--- src/rtl/square_64b_seq.sv ---
// Sequential unsigned squarer: returns x*x by iterative shift-add, BITS_PER_CYCLE
// multiplier bits per cycle, with valid/ready handshakes on both sides.
module square_64b_seq #(
  parameter int IN_W           = 64,
  parameter int BITS_PER_CYCLE = 1
) (
  input  logic                clk,
  input  logic                rst,
  input  logic                in_valid,
  output logic                in_ready,
  input  logic [IN_W-1:0]     in0,
  output logic                out_valid,
  input  logic                out_ready,
  output logic [2*IN_W-1:0]   out0,
  output logic                busy
);

  localparam int OUT_W = 2 * IN_W;
  localparam int N     = IN_W / BITS_PER_CYCLE;
  localparam int CNT_W = (N > 1) ? $clog2(N) : 1;

  typedef enum logic [1:0] {
    IDLE,
    CALC,
    DONE
  } state_t;

  state_t             state_q, state_d;
  logic [OUT_W-1:0]   acc_q, acc_d;
  logic [OUT_W-1:0]   a_q, a_d;
  logic [IN_W-1:0]    b_q, b_d;
  logic [CNT_W-1:0]   count_q, count_d;
  logic [OUT_W-1:0]   out0_q, out0_d;
  logic               out_valid_q, out_valid_d;
  logic [OUT_W-1:0]   acc_sum;

  always_comb begin
    state_d     = state_q;
    acc_d       = acc_q;
    a_d         = a_q;
    b_d         = b_q;
    count_d     = count_q;
    out0_d      = out0_q;
    out_valid_d = out_valid_q;

    // Partial products for the multiplier bits consumed this cycle
    acc_sum = acc_q;
    for (int j = 0; j < BITS_PER_CYCLE; j++) begin
      if (b_q[j]) acc_sum = acc_sum + (a_q << j);
    end

    case (state_q)
      IDLE: begin
        if (in_valid) begin
          a_d     = {{IN_W{1'b0}}, in0};
          b_d     = in0;
          acc_d   = '0;
          count_d = '0;
          state_d = CALC;
        end
      end
      CALC: begin
        acc_d   = acc_sum;
        a_d     = a_q << BITS_PER_CYCLE;
        b_d     = b_q >> BITS_PER_CYCLE;
        count_d = count_q + 1'b1;
        // Fixed latency: no early exit even once the multiplier runs out of ones
        if (count_q == CNT_W'(N - 1)) begin
          out0_d      = acc_sum;
          out_valid_d = 1'b1;
          state_d     = DONE;
        end
      end
      DONE: begin
        if (out_ready) begin
          out_valid_d = 1'b0;
          state_d     = IDLE;
        end
      end
      default: state_d = IDLE;
    endcase
  end

  always_ff @(posedge clk) begin
    if (rst) begin
      state_q     <= IDLE;
      acc_q       <= '0;
      a_q         <= '0;
      b_q         <= '0;
      count_q     <= '0;
      out0_q      <= '0;
      out_valid_q <= 1'b0;
    end else begin
      state_q     <= state_d;
      acc_q       <= acc_d;
      a_q         <= a_d;
      b_q         <= b_d;
      count_q     <= count_d;
      out0_q      <= out0_d;
      out_valid_q <= out_valid_d;
    end
  end

  assign in_ready  = (state_q == IDLE);
  assign busy      = (state_q != IDLE);
  assign out_valid = out_valid_q;
  assign out0      = out0_q;

endmodule

--- config.mk ---
export PLATFORM = sky130hd
export DESIGN_NAME = square_64b_seq
export DESIGN_NICKNAME = d
export VERILOG_FILES = /design/src/rtl/square_64b_seq.sv
export SDC_FILE = /design/constraint.sdc
export NUM_CORES = 1
export LEC_CHECK = 0
export CORE_MARGIN = 5
export CORE_UTILIZATION = 54
export DETAILED_ROUTE_END_ITERATION = 16
export PLACE_DENSITY = 0.82
export SLEW_MARGIN = 20
export SYNTH_ARGS = -nofsm -noshare
export SYNTH_HDL_FRONTEND = slang
export SYNTH_SLANG_ARGS = --single-unit
--- constraint.sdc ---
create_clock -name clk -period 3.5 [get_ports clk]
set_clock_uncertainty 0.15 [all_clocks]
set_input_delay 0.7 -clock clk [delete_from_list [all_inputs] [get_ports clk]]
set_output_delay 0.7 -clock clk [all_outputs]
set_load 0.01 [all_outputs]
==> flow_summary.ini <==
[status]
run_status = finished, violations left
violations_in_the_final_reports = setup timing

[cts]
cts_made_buffers = 46
tritoncts_clock_tree = done
numClockSinks = 457
clock_tree.htree_level_count = 2
clock_path_buffers = 3
clockRootBuffer = sky130_fd_sc_hd__clkbuf_16
cts.clk_slew.worst_paths_ns = 0.06
clk_latency_ns = 0.61
cts_hold_bufs = 0

[grt]
first_global_vias = 27800
grt_remaining_overflow = 0
gr-usage-all-layers_pct = 34.4
grt_start_max_net_pins = 186
antenna_found_initial = 2
grt_pass1_wl_um = 152000

[synth]
synth-seq-cells = 457
synth.mux.area_fraction_pct = 2.13
syn_inst = 3542
ys_types = 84
syn_area_mm2 = 0.0269
post-synth-top-area-fraction_pct = 34.0
post_synth_and_or_nand_nor_area_fraction_pct = 23.3
syn-num-nets = 3739
synth_top_family_by_area = compound AO/OA/AOI/OAI gates
dominantRegCellSynth = sky130_fd_sc_hd__dfxtp_1
synthTopCellsByArea = sky130_fd_sc_hd__dfxtp_1, sky130_fd_sc_hd__a21oi_1, sky130_fd_sc_hd__nor2_1, sky130_fd_sc_hd__ha_1, sky130_fd_sc_hd__nand2_1
syn_avg_cell_area_um2 = 7.60
synth_top_cell_by_area = sky130_fd_sc_hd__dfxtp_1
synth_compound_area_share_pct = 26.2
async_reset_ff_share_pct = 0
ys_seq_area_share_pct = 34.0
post_synthesis_share_of_cell_area_spent_on_xor_and_xnor_gates_pct = 4.00
synth_edf_count = 0
synth-warning-count = 0
synth-adder-area-share_pct = 6.02

[floorplan]
design.portCount = 199
die_area_mm2 = 0.0544
floorplan.die.width_um = 233
fp.coreArea_mm2 = 0.0492
die_height_um = 233
core.rowCount = 81
start_util_pct = 54.8

[worst_setup_path]
crit_path_start_kind = register
worst_path_arrival_time_ns = 3.98
critPathCaptureType = register
reg_to_reg_slack_setup_ns = -0.13
top_fanout_value_on_the_critical_path = 3
cp.required_ns = 3.85
crit_start = a_q[10]$_SDFFE_PP0P_
r2r-start = a_q[10]$_SDFFE_PP0P_
critPathKind = reg2reg

[timing]
tns_ns = -0.418
maxClockFrequency_mhz = 276
report.final.slew_viol_count = 0
worst-slew-pin-transition_ns = 0.972
post-route-period-util_pct = 104
worst_slew_margin_rel_pct = 35.2
finalSetupViolCount = 4
layout_min_cycle_time_ns = 3.63
hold_viol_final = 0
grt_setup_unrepaired = true
final_critical_path_setup_slack_ns = -0.129

[cells_and_area]
final_layout_size_suffix_gt1_share_pct = 23.1
post-route-cell-area_mm2 = 0.0362
mostFrequentLayoutCells = sky130_fd_sc_hd__buf_4, sky130_fd_sc_hd__nor2_1, sky130_fd_sc_hd__a21oi_1
layout_commonest_cell = sky130_fd_sc_hd__buf_4
area_delta_synth_final_pct = 34.5
final_net_count = 4258
antenna-diode-count = 0
instances_no_fill = 4756

[pwr]
combinationalPowerShare_pct = 14.3
clock_power_share_pct = 41.0
p_leak_uw = 0.0142
power_uw = 12300
power_density_mw_per_mm2 = 340
vdd_drop_max_mv = 0.323
power.net_switching_uw = 3280
power.switching_fraction_pct = 26.7
sequentialPowerShare_pct = 44.7
internal-power_uw = 9020

[placement]
total_placed_cells_including_tap_cells = 4648
gp_congestion = 1.05
postPlaceCellArea_mm2 = 0.0327
detailedPlacementHpwl_um = 71300
placement.setup.worst_slack_ns = -0.378
port-buffer-count = 198

[run]
max-cap-violations = 0

[route]
avgRoutedWirePerCell_um = 20.9
first_iter_violations = 3014
remaining_antenna_violation_count = 0
detail_route.wirelength_um = 99400
vias_per_cell = 6.15
via_count = 29200
dr.pass1.iters = 7
drc = 0

[worst_hold_path]
worst_hold_startpoint = rst
worst_hold_path_type = in2reg
## metal layers
metal  track usage, %  part of all wire [%]
met5                0                 0.021
met4             14.6                   5.0
met1             44.5                    41
met2             57.0                    46
met3             5.60                   7.9
## sequential cells by signal (all words and copies together) (netlist names)
name       count
a_q          128
acc_q        128
b_q           64
count_q        6
out0         128
out_valid      1
state_q        2
## path summary, 6_finish.rpt
path	cells after the start	end
max	14	acc_q[115]$_SDFFE_PP0P_
min	2	count_q[4]$_SDFFE_PP0P_
max reg2reg	14	acc_q[115]$_SDFFE_PP0P_
min reg2reg	2	out0[23]$_SDFFE_PP0P_
## worst max-delay path, cell delays in order (launching register included)
cell and delay [ns]:
sky130_fd_sc_hd__dfxtp_4 0.36, sky130_fd_sc_hd__ha_4 0.27, sky130_fd_sc_hd__and3_4 0.17, sky130_fd_sc_hd__nand4_1 0.08
sky130_fd_sc_hd__a21o_1 0.20, sky130_fd_sc_hd__buf_6 0.13, sky130_fd_sc_hd__a2111oi_4 0.39, sky130_fd_sc_hd__o2111ai_1 0.16
sky130_fd_sc_hd__and3_4 0.23, sky130_fd_sc_hd__or4_4 0.51, sky130_fd_sc_hd__a21oi_4 0.22, sky130_fd_sc_hd__buf_6 0.14
sky130_fd_sc_hd__a31oi_1 0.08, sky130_fd_sc_hd__buf_4 0.18, sky130_fd_sc_hd__a32o_1 0.23
## synthesized netlist by cell type (7+ instances only)
cell                        instances
sky130_fd_sc_hd__nor2_1           463
sky130_fd_sc_hd__dfxtp_1          457
sky130_fd_sc_hd__a21oi_1          451
sky130_fd_sc_hd__nand2_1          326
sky130_fd_sc_hd__clkbuf_1         230
sky130_fd_sc_hd__o21ai_0          188
sky130_fd_sc_hd__nand2b_1         185
sky130_fd_sc_hd__nor3_1           166
sky130_fd_sc_hd__a22oi_1          136
sky130_fd_sc_hd__ha_1             128
sky130_fd_sc_hd__nand4_1           81
sky130_fd_sc_hd__xnor2_1           78
sky130_fd_sc_hd__a21o_1            50
sky130_fd_sc_hd__inv_1             46
sky130_fd_sc_hd__xor2_1            45
sky130_fd_sc_hd__a211oi_1          42
sky130_fd_sc_hd__a22o_1            35
sky130_fd_sc_hd__mux2_2            35
sky130_fd_sc_hd__o21bai_1          35
sky130_fd_sc_hd__a31oi_1           32
sky130_fd_sc_hd__nand3_1           30
sky130_fd_sc_hd__o21a_1            23
sky130_fd_sc_hd__buf_1             21
sky130_fd_sc_hd__mux2i_1           18
sky130_fd_sc_hd__and3_1            15
sky130_fd_sc_hd__o31ai_1           15
sky130_fd_sc_hd__buf_2             14
sky130_fd_sc_hd__nor2b_1           14
sky130_fd_sc_hd__or3_1             13
sky130_fd_sc_hd__and4_1            11
sky130_fd_sc_hd__nor4_1            11
sky130_fd_sc_hd__o211ai_1          11
sky130_fd_sc_hd__and2_1            10
sky130_fd_sc_hd__a2111oi_0          9
sky130_fd_sc_hd__a221oi_1           9
sky130_fd_sc_hd__a311oi_1           8
sky130_fd_sc_hd__a221o_1            7
## stage by stage
| stage | hold slack, ns | utilization, % |
|---|---|---|
| finish | 0.261 | 73.7 |
| global placement | 0.290 | 66.6 |
| global route | 0.265 | 73.7 |
| floorplan | 0.295 | - |
| detailed placement | 0.296 | 66.6 |
| CTS | 0.244 | 70.6 |
## logic make-up (layout without fill, tap and decap cells)
group,after synthesis,in the layout
and+or+nand+nor,1344,1344
xor gates and xnor gates,123,123
adders and majority gates,129,129
muxes,53,53
buffers and inverters,312,862
AOI/OAI and AO/OA,1124,1124
DFF,457,457
## power groups by stage
stage / Clock [µW] / Sequential, µW / Combinational [µW]
floorplan: 0 / 5540 / 956
detailed placement: 0 / 5580 / 1610
CTS: 5060 / 5470 / 1650
global route: 5280 / 5510 / 1890
global placement: 0 / 5570 / 1590
finish: 5040 / 5500 / 1760
## cell type report
class / instances / area [µm²]
multi-input cells: 2773 / 18300
clock inverters: 12 / 160
clock buffers: 67 / 1340
repair buffers: 736 / 6220
fillers: 3619 / 12900
flip-flops and latches: 457 / 9220
inverters: 47 / 176
well taps: 664 / 831
## repair_timing
action | 4_1_cts | 5_1_grt
resized for setup | 100 | 267
buffers inserted | 6 | 25
setup endpoints to repair | 87 | 110
pin swaps | 28 | 84
(Power assumes the default switching activity.)
